`config.mk`:
```
export PLATFORM = sky130hd
export DESIGN_NAME = pipeline_ctrl
export DESIGN_NICKNAME = d
export VERILOG_FILES = /design/src/rtl/pipe_ctrl_pkg.sv /design/src/rtl/pipeline_ctrl_sat_counter.sv /design/src/rtl/pipeline_ctrl.sv
export SDC_FILE = /design/constraint.sdc
export NUM_CORES = 1
export LEC_CHECK = 0
export ABC_AREA = 1
export BUFFER_PORTS_ARGS = -buffer_cell sky130_fd_sc_hd__buf_2
export CAP_MARGIN = 10
export CORE_AREA = 2 2 85 87
export CTS_CLUSTER_SIZE = 12
export DETAILED_ROUTE_END_ITERATION = 8
export DIE_AREA = 0 0 87 89
export SYNTH_ARGS = -nofsm -noshare
export SYNTH_HDL_FRONTEND = slang
export SYNTH_SLANG_ARGS = --single-unit
export TNS_END_PERCENT = 10
```
`constraint.sdc`:
```
create_clock -name clk -period 3.4 [get_ports clk]
set_clock_uncertainty 0.2 [all_clocks]
set_input_delay 0.34 -clock clk [delete_from_list [all_inputs] [get_ports clk]]
set_output_delay 0.34 -clock clk [all_outputs]
set_load 0.005 [all_outputs]
```
`src/rtl/pipe_ctrl_pkg.sv`:
```
// Shared types and constants for the pipeline sequencer: FSM state encoding
// and the bit positions of the per-stage enable and flush vectors.
package pipe_ctrl_pkg;

    typedef enum logic [1:0] {
        RUN     = 2'd0,
        MEMWAIT = 2'd1,
        DRAIN   = 2'd2,
        HALT    = 2'd3
    } pctl_state_e;

    localparam int NUM_STAGES = 4;
    localparam int NUM_FLUSH  = 3;

    // Enable bit i gates the register in front of stage i+1; flush bit i clears the same register.
    localparam int STAGE_IF  = 0;
    localparam int STAGE_ID  = 1;
    localparam int STAGE_EX  = 2;
    localparam int STAGE_MEM = 3;

endpackage

```
`src/rtl/pipeline_ctrl_sat_counter.sv`:
```
// Saturating up-counter used for the stall and flush performance counters.
module sat_counter #(
    parameter int W = 16
) (
    input  logic         clk,
    input  logic         rst,
    input  logic         inc,
    output logic [W-1:0] q
);

    logic [W-1:0] cnt_d;
    logic [W-1:0] cnt_q;

    always_comb begin
        cnt_d = cnt_q;
        if (inc && (cnt_q != '1)) begin
            cnt_d = cnt_q + 1'b1;
        end
    end

    always_ff @(posedge clk) begin
        if (rst) begin
            cnt_q <= '0;
        end else begin
            cnt_q <= cnt_d;
        end
    end

    assign q = cnt_q;

endmodule

```
`src/rtl/pipeline_ctrl.sv`:
```
// Central pipeline sequencer: turns hazard, memory-handshake and halt requests
// into per-stage enables/flushes, with MEMWAIT timeout and DRAIN/HALT handling.
module pipeline_ctrl #(
    parameter int TIMEOUT   = 16,
    parameter int DRAIN_CYC = 4,
    parameter int CNT_W     = 16
) (
    input  logic             clk,
    input  logic             rst,
    input  logic             ld_use,
    input  logic             branch_taken,
    input  logic             mem_req,
    input  logic             mem_ready,
    input  logic             halt_req,
    input  logic             resume,
    output logic             en_if,
    output logic             en_id,
    output logic             en_ex,
    output logic             en_mem,
    output logic             flush_ifid,
    output logic             flush_idex,
    output logic             flush_exmem,
    output logic             halted,
    output logic             err_timeout,
    output logic [CNT_W-1:0] stall_cnt,
    output logic [CNT_W-1:0] flush_cnt
);

    import pipe_ctrl_pkg::*;

    localparam int WAIT_W  = $clog2(TIMEOUT);
    localparam int DRAIN_W = $clog2(DRAIN_CYC + 1);

    pctl_state_e               state_d, state_q;
    logic [WAIT_W-1:0]         wait_cnt_d, wait_cnt_q;
    logic [DRAIN_W-1:0]        drain_cnt_d, drain_cnt_q;
    logic                      err_d, err_q;
    logic [NUM_STAGES-1:0]     en_vec;
    logic [NUM_FLUSH-1:0]      flush_vec;
    logic                      mem_stall;
    logic                      stall_inc;
    logic                      flush_inc;

    assign mem_stall = mem_req && !mem_ready;

    // Enables and flushes react in the same cycle as their cause; only the sequencing state is registered.
    always_comb begin
        state_d     = state_q;
        wait_cnt_d  = wait_cnt_q;
        drain_cnt_d = drain_cnt_q;
        err_d       = err_q;
        en_vec      = '0;
        flush_vec   = '0;
        if (!rst) begin
            case (state_q)
                RUN: begin
                    if (mem_stall) begin
                        state_d    = MEMWAIT;
                        wait_cnt_d = WAIT_W'(1);
                    end else if (branch_taken) begin
                        en_vec    = '1;
                        flush_vec = '1;
                    end else if (ld_use) begin
                        en_vec[STAGE_EX]    = 1'b1;
                        en_vec[STAGE_MEM]   = 1'b1;
                        flush_vec[STAGE_ID] = 1'b1;
                    end else if (halt_req) begin
                        en_vec           = '1;
                        en_vec[STAGE_IF] = 1'b0;
                        state_d          = DRAIN;
                        drain_cnt_d      = DRAIN_W'(1);
                    end else begin
                        en_vec = '1;
                    end
                end
                MEMWAIT: begin
                    en_vec = {NUM_STAGES{mem_ready}};
                    if (mem_ready) begin
                        state_d = RUN;
                    end else if (wait_cnt_q == WAIT_W'(TIMEOUT - 1)) begin
                        err_d   = 1'b1;
                        state_d = HALT;
                    end else begin
                        wait_cnt_d = wait_cnt_q + 1'b1;
                    end
                end
                DRAIN: begin
                    flush_vec[STAGE_IF] = 1'b1;
                    if (!mem_stall) begin
                        en_vec           = '1;
                        en_vec[STAGE_IF] = 1'b0;
                        if (drain_cnt_q == DRAIN_W'(DRAIN_CYC)) begin
                            state_d = HALT;
                        end else begin
                            drain_cnt_d = drain_cnt_q + 1'b1;
                        end
                    end
                end
                HALT: begin
                    if (resume && !err_q) begin
                        state_d = RUN;
                    end
                end
                default: begin
                    state_d = RUN;
                end
            endcase
        end
    end

    always_ff @(posedge clk) begin
        if (rst) begin
            state_q     <= RUN;
            wait_cnt_q  <= '0;
            drain_cnt_q <= '0;
            err_q       <= 1'b0;
        end else begin
            state_q     <= state_d;
            wait_cnt_q  <= wait_cnt_d;
            drain_cnt_q <= drain_cnt_d;
            err_q       <= err_d;
        end
    end

    assign en_if       = en_vec[STAGE_IF];
    assign en_id       = en_vec[STAGE_ID];
    assign en_ex       = en_vec[STAGE_EX];
    assign en_mem      = en_vec[STAGE_MEM];
    assign flush_ifid  = flush_vec[STAGE_IF];
    assign flush_idex  = flush_vec[STAGE_ID];
    assign flush_exmem = flush_vec[STAGE_EX];
    assign halted      = (state_q == HALT);
    assign err_timeout = err_q;

    // A frozen fetch while halted is intentional, so it is not charged as a stall.
    assign stall_inc = !en_vec[STAGE_IF] && (state_q != HALT) && !rst;
    assign flush_inc = flush_vec[STAGE_EX];

    sat_counter #(.W(CNT_W)) u_stall_cnt (
        .clk (clk),
        .rst (rst),
        .inc (stall_inc),
        .q   (stall_cnt)
    );

    sat_counter #(.W(CNT_W)) u_flush_cnt (
        .clk (clk),
        .rst (rst),
        .inc (flush_inc),
        .q   (flush_cnt)
    );

endmodule
```
Word level (Yosys, flattened, before mapping) --
Cells that the tools add are included.
Storage, ports and cells: bits in registers 42, input bits 8, output and inout bits 41, word-level logic and storage cells 87
Cells by class: $add $sub $neg 4, equal/unequal tests 23, multiplexer cells 36, bitwise operators 1, reduce and logical (&&, ||, !) cells 17
Operators by type and width (number):
- $add 16x1->16 const B | 2
- $ne 16x16->1 const B | 2
- $mux 4 | 7
- $mux 2 | 12
- $mux 3 | 8
- $ne 2x2->1 const B | 11
- $reduce_and 7->1 | 2
- $ne 3x3->1 const B | 4
- $pmux 4 s3 | 1
- $pmux 2 s4 | 1
- $pmux 4 s2 | 1
- $logic_and 1x1->1 | 6
- $pmux 3 s2 | 1
- $add 4x1->4 const B | 1
- $eq 2x2->1 const B | 2
- $eq 4x4->1 const B | 1
- $logic_not 1->1 | 4
- $mux 1 | 4
- $reduce_and 4->1 | 1
- $reduce_bool 2->1 | 2
- $add 3x1->3 const B | 1
- $eq 3x3->1 const B | 1
- $reduce_and 3->1 | 1
- $eq 2x1->1 const B | 1
- 4 further kinds | 4

Logic depth before layout (Yosys ltp) --
Gate-level depths: netlist of run 1.
word-level depth 10, depth in mapped cells 10, depth with buffers taken out 10

Cells and area by module --
From an unflattened synthesis of run 1, not the netlist that was laid out.
Unflattened totals: cells, all modules 431, area, all modules 2621.3 um^2
By module, submodules not included:
- sat_counter at u_stall_cnt | times used 1, cells each 158, area an instance 973.4 um^2, seq. area each 320.3 um^2
- sat_counter at u_flush_cnt | times used 1, cells each 149, area an instance 929.6 um^2, seq. area each 320.3 um^2
- pipeline_ctrl | times used 1, cells each 124, area an instance 718.2 um^2, seq. area each 200.2 um^2

Least setup slack after synthesis of run 1 --
OpenSTA, ideal clock, no wires.
path kind register to register, start point register u_stall_cnt.cnt_q[0], in the netlist u_stall_cnt.q[0], end point register u_stall_cnt.cnt_q[3], in the netlist u_stall_cnt.q[3], setup time 0.114 ns, arrival time 1.471 ns, data required time 3.086 ns, slack 1.615 ns, cell stages (with the launch flop) 10, buffers on the path 1, period minus slack after synthesis 1.785 ns, cell sequence dfxtp_1 -> ha_1 -> nand3_2 -> nor2_4 -> nand2_4 -> nor2_4 -> nor2_4 -> buf_6 -> a21oi_1 -> nor2_1
On the way: word-level cells in the longest chain between the ends 2, elaborated cells between the ends (all ways) 3, classes of those cells add/sub: 1; eq/ne: 1; reduce/logical: 1
RTL lines:
- start, declared | RTL line pipeline_ctrl_sat_counter.sv:12 | logic [W-1:0] cnt_q;
- start signal, assigned | RTL line pipeline_ctrl_sat_counter.sv:25 | cnt_q <= cnt_d;
- parallel branches: the longest is 2 deep, another holds $add 16x1->16
Parallel ways; which one is timed is not known. A chain may end at the register's enable or synchronous reset.

Worst setup path after layout of run 1 --
start point register state_q[0], end point output en_ex
On the way: word-level cells in the longest chain between the ends 3, elaborated cells between the ends (all ways) 5, classes of those cells eq/ne: 2; mux: 2; reduce/logical: 1
RTL lines:
- start, declared | RTL line pipeline_ctrl.sv:34 | pctl_state_e state_d, state_q;
- start signal, assigned | RTL line pipeline_ctrl.sv:118 | state_q <= state_d;
- $eq 2x2->1, or another cell as far along | RTL line pipeline_ctrl.sv:55 | case (state_q)
- $pmux 4 s3 * | RTL line pipeline_ctrl.sv:55
- $mux 4 * | RTL line pipeline_ctrl.sv:54 | if (!rst) begin
- end, declared | RTL line pipeline_ctrl.sv:18 | output logic en_ex,
Every way passes the cells marked *; elsewhere a longest branch is shown, timed or not.

==> flow_metrics.py, run 1 <==
metrics = {
    "run_status": {
        "outcome": "completed",
    },
    "pwr": {
        "combPwrFrac": 0.303,
        "swShare": 0.373,
        "p_leak_nw": 1.39,
        "switchingPower_mw": 0.488,
        "pwr-share-clk": 0.266,
        "ir_drop_mv": 0.247,
        "pwr-share-seq": 0.431,
        "p_per_area_nw_per_um2": 433,
        "p_int_mw": 0.820,
    },
    "synth": {
        "synth_common_cells": "139 x nand2_1, 60 x nor2_1, 46 x inv_1, 42 x dfxtp_1, 33 x a21oi_1",
        "syn-cell-area_um2": 2660,
        "ys_seq_elements": 42,
        "synth.most_common_cell": "nand2_1",
        "synth_edf_count": 0,
        "async_reset_ff_frac": 0,
        "syn-num-nets": 439,
        "ys.flop_type": "dfxtp_1",
        "avgSynthCellArea_um2": 6.24,
        "yosysSeqAreaShare": 0.316,
        "yosys-top-cells-area": "dfxtp_1 32%, nand2_1 20%, nor2_1 8.5%, inv_1 6.5%, a21oi_1 6.2%",
        "ys_types": 27,
        "yosysTopAreaCellShare": 0.316,
        "yosys.area.top_type": "dfxtp_1",
        "postSynthCellCount": 426,
        "yosys_warnings": 0,
    },
    "routing": {
        "initialDrtViolationCount": 87,
        "detail_route.wl_per_cell_um": 11.9,
        "viasPerCell": 4.88,
        "drcViolationCount": 0,
        "wl_um": 6560,
        "firstDrtPassIters": 4,
        "ant_nets": 0,
        "vias": 2693,
    },
    "timing": {
        "worstMarginPinSlew_ns": 0.714,
        "slew_headroom": 0.524,
        "worst_slack_ns": 1.13,
        "fmax_mhz": 440,
        "fin_crit_ns": 2.27,
        "drv_slew": 0,
        "final-hold-violation-count": 0,
        "final.setup.tns_ns": 0,
        "finalCritPeriodShare": 0.669,
        "grt_setup_unrepaired": "no",
        "setup_viol": 0,
        "holdWs_ns": 0.286,
    },
    "clock_network": {
        "cts.clk_slew.worst_paths_ns": 0.07,
        "cts_tree": "done",
        "cts_hold_buf": 0,
        "htreeDepth": 2,
        "clock-root-buffer": "clkbuf_8",
        "numCtsBuffers": 5,
        "cts.sinks": 42,
        "ctsLongestPathBuffers": 2,
        "ctsResizeCount": 0,
        "clock_latency_ns": 0.30,
        "cts_setup_buffers": 0,
    },
    "grt": {
        "grt_pass1_vias": 2361,
        "overflow": 0,
        "antenna_found_initial": 0,
        "grt_pass1_wl_um": 10700,
        "grt_max_degree": 36,
        "grt.total_usage": 0.172,
    },
    "placed_design": {
        "place.gp.congestion": 0.841,
        "hpwl_um": 4730,
        "port_buffers": 48,
        "place_area_um2": 2930,
        "place_ws_ns": 1.08,
    },
    "cells_and_area": {
        "nets": 484,
        "syn_to_final_growth_pct": 13.8,
        "utilization": 0.450,
        "n_antenna_cell": 0,
        "final_area_um2": 3030,
        "drive_above_1_share": 0.172,
        "n_fill_cell": 724,
    },
    "setup_path": {
        "worstPathArrival_ns": 1.73,
        "worstPathRequired_ns": 2.86,
        "reg2reg_setup_slack_ns": 1.32,
        "path_class": "flop to output pin",
        "endpoint_kind": "output pin",
        "cp-start-kind": "flop",
        "path_max_fanout": 5,
    },
    "hold_path": {
        "worst_hold_path_type": "flop to flop",
    },
    "die": {
        "die_h_um": 89,
        "pin_count": 49,
        "start_util": 0.396,
        "fp.coreArea_um2": 6720,
        "dieWidth_um": 87,
        "rows": 30,
        "dieArea_um2": 7740,
    },
    "job": {
        "max_cap_viol_count": 0,
    },
}
kinds of logic after synthesis:
kind of cell | count (synthesis) | share of synthesized area
simple gates | 250 | 0.410
buf+inv | 60 | 0.0960
compound gates | 56 | 0.111
flops | 42 | 0.316
xor+xnor | 13 | 0.0428
fa+ha+maj | 5 | 0.0235
through the flow:
stage	instances	power, mW
finish	552	1.31
global route	552	1.41
CTS	552	1.33
detailed placement	544	0.975
global placement	544	0.969
floorplan	426	0.882
per-layer routing:
metal	vias up	routed length, um	track usage
li1	1427	-	-
met5	-	0	0
met4	0	66	0.0369
met1	1209	3190	0.230
met3	7	318	0.0406
met2	50	2980	0.285
cells in the final DEF (no fill, tap or decap), types with 7 or more instances in the layout:
cell	n
a21oi_1	33
buf_2	48
dfxtp_1	42
inv_1	46
nand2_1	139
nand3_1	18
nand4_1	8
nor2_1	60
o21ai_0	18
xor2_1	7
worst max-delay path: stages, from the launching register on:
cell and delay (ns):
dfxtp_1 0.43, inv_1 0.11, nand2_1 0.16, inv_1 0.14, nand2_1 0.11, nand2_1 0.05
o21ai_0 0.22, inv_1 0.08, buf_2 0.13
power by group through the flow:
stage / logic (mW) / clock network, mW / registers (mW)
finish: 0.396 / 0.348 / 0.565
global route: 0.453 / 0.382 / 0.570
CTS: 0.401 / 0.361 / 0.565
detailed placement: 0.399 / 0 / 0.577
global placement: 0.395 / 0 / 0.574
floorplan: 0.313 / 0 / 0.569
final timing paths:
check                   startpoint                 to  depth (start not counted)
setup / recovery        state_q[0]              en_ex                          8
hold reg to reg     drain_cnt_q[2]     drain_cnt_q[2]                          2
hold / removal      drain_cnt_q[2]     drain_cnt_q[2]                          2
setup reg to reg  u_flush_cnt.q[0]  u_flush_cnt.q[15]                          9
final cells by class:
class	count	area (um2)	area share
inverters	50	188	0.0620
clock buffers	6	82.6	0.0273
repair buffers	48	240	0.0794
well taps	80	100	0.0331
multi-input cells	324	1560	0.516
clock inverters	2	12.5	0.00414
flip-flops and latches	42	841	0.278
state kept, by name, summed over array words and instances, names as in the netlist:
name	flops
u_flush_cnt.q	16
u_stall_cnt.q	16
wait_cnt_q	4
drain_cnt_q	3
state_q	2
err_timeout	1
Power figures use the tool's default switching activity.
==> run 2: changes to the inputs <==
==> constraint.sdc (replaced) <==
create_clock -name clk -period 1.86 [get_ports clk]
set_clock_uncertainty 0.2 [all_clocks]
set_input_delay 0.186 -clock clk [delete_from_list [all_inputs] [get_ports clk]]
set_output_delay 0.186 -clock clk [all_outputs]
set_load 0.005 [all_outputs]
==> flow_metrics.py, run 2 (synthesized netlist as in run 1, its figures left out) <==
metrics = {
    "run_status": {
        "outcome": "completed",
    },
    "pwr": {
        "ir_drop_mv": 0.398,
        "p_leak_nw": 1.58,
        "p_per_area_nw_per_um2": 772,
        "p_total_mw": 2.58,
    },
    "cells_and_area": {
        "nets": 516,
        "n_fill_cell": 686,
        "drive_above_1_share": 0.244,
        "syn_to_final_growth_pct": 25.7,
        "n_antenna_cell": 0,
        "multi_input_area_um2": 1600,
        "final_cell_mix": "137 x nand2_1, 58 x nor2_1, 48 x buf_2, 45 x inv_1, 39 x dfxtp_1",
        "final_common_cell": "nand2_1",
        "seq_area_um2": 850,
    },
    "setup_path": {
        "reg2reg_setup_slack_ns": 0.12,
        "startpoint": "state_q[0]",
        "crit_end": "en_id",
        "endpoint_kind": "output pin",
        "timing.rr.end": "u_flush_cnt.q[0]",
        "worstPathRequired_ns": 1.47,
        "reg2reg_depth": 9,
        "r2r_start": "u_flush_cnt.q[0]",
        "cp-start-kind": "flop",
        "path_class": "flop to output pin",
        "path_max_fanout": 4,
        "worstPathArrival_ns": 1.39,
    },
    "die": {
        "start_util": 0.396,
        "dieArea_um2": 7740,
        "rows": 30,
        "pin_count": 49,
        "dieWidth_um": 87,
        "die_h_um": 89,
        "fp.coreArea_um2": 6720,
    },
    "routing": {
        "initialDrtViolationCount": 55,
        "drcViolationCount": 0,
        "vias": 2758,
        "wl_um": 6520,
        "ant_nets": 0,
        "viasPerCell": 4.72,
        "firstDrtPassIters": 4,
        "detail_route.wl_per_cell_um": 11.2,
    },
    "timing": {
        "slew_headroom": 0.734,
        "fmax_mhz": 562,
        "final-hold-violation-count": 0,
        "holdWs_ns": 0.121,
        "setup_viol": 0,
        "grt_setup_unrepaired": "yes",
        "worstMarginPinSlew_ns": 0.398,
        "drv_slew": 0,
        "fin_crit_ns": 1.78,
        "finalCritPeriodShare": 0.956,
    },
    "placed_design": {
        "place.gp.congestion": 0.868,
        "hpwl_um": 4950,
        "port_buffers": 48,
    },
    "clock_network": {
        "cts_hold_buf": 0,
        "clock_latency_ns": 0.30,
        "ctsLongestPathBuffers": 2,
        "cts.clk_slew.worst_paths_ns": 0.08,
        "clock-root-buffer": "clkbuf_8",
        "cts.sinks": 42,
        "htreeDepth": 2,
        "cts_tree": "done",
        "numCtsBuffers": 5,
    },
    "grt": {
        "overflow": 0,
        "grt.total_usage": 0.177,
        "antenna_found_initial": 0,
        "grt_pass1_vias": 2459,
        "grt_pass1_wl_um": 11000,
        "grt_max_degree": 19,
    },
    "hold_path": {
        "min_path_cells": 3,
        "worst_hold_path_type": "primary input to flop",
    },
    "job": {
        "max_cap_viol_count": 0,
    },
}
-- run 2: worst min path at each step --
stage                        startpoint                to
after detailed placement  wait_cnt_q[0]     wait_cnt_q[0]
final                               rst  u_stall_cnt.q[7]
after floorplan                  ld_use        state_q[1]
after global routing                rst  u_stall_cnt.q[8]
after CTS                        ld_use        state_q[1]
after global placement    wait_cnt_q[0]     wait_cnt_q[0]
-- run 2: worst max-delay path, stage by stage (launching register included) --
cell	delay, ns
dfxtp_4	0.38
nand2_1	0.07
inv_1	0.06
nor2_2	0.20
o21ai_2	0.11
a41oi_2	0.15
buf_2	0.13
-- run 2: timing repair --
item                                    4_1_cts  5_1_grt
endpoints found under the setup margin        3       33
buffers inserted                              0        6
hold endpoints to repair                      0        0
pin swaps                                     0        7
gates resized for setup                       3       13
-- run 2: area by class of cell --
cell class	instances	share of cell area
Clock buffer	8	0.0330
Inverter	50	0.0569
Multi-Input combinational cell	324	0.478
Timing Repair Buffer	80	0.148
Tap cell	80	0.0300
Sequential cell	42	0.254
-- run 2: per-layer routing --
| metal | up-vias | part of all wire | global-route usage |
|---|---|---|---|
| met5 | - | 0 | 0 |
| met4 | 0 | 0.0078 | 0.0426 |
| met3 | 8 | 0.037 | 0.0452 |
| met2 | 47 | 0.48 | 0.294 |
| met1 | 1211 | 0.47 | 0.231 |
| li1 | 1492 | - | - |
-- run 2: report_power, final --
group / internal (mW) / leakage (nW) / total (mW) / switching, mW
combinational: 0.332 / 1.18 / 0.852 / 0.520
clock: 0.375 / 0.0575 / 0.690 / 0.315
sequential: 0.971 / 0.341 / 1.04 / 0.0662
total: 1.68 / 1.58 / 2.58 / 0.901
-- run 2: through the flow --
stage | setup TNS, ns | cells | cell area, um2 | setup WS (ns) | util
3_3_place_gp | 0 | 570 | 3130 | 0.0677 | 0.465
4_1_cts | 0 | 578 | 3240 | 0.00112 | 0.482
5_1_grt | -0.0671 | 584 | 3340 | -0.0321 | 0.497
3_5_place_dp | 0 | 570 | 3130 | 0.0201 | 0.465
6_report | 0 | 584 | 3340 | 0.0810 | 0.497
2_1_floorplan | 0 | 426 | 2660 | 0.0753 | -
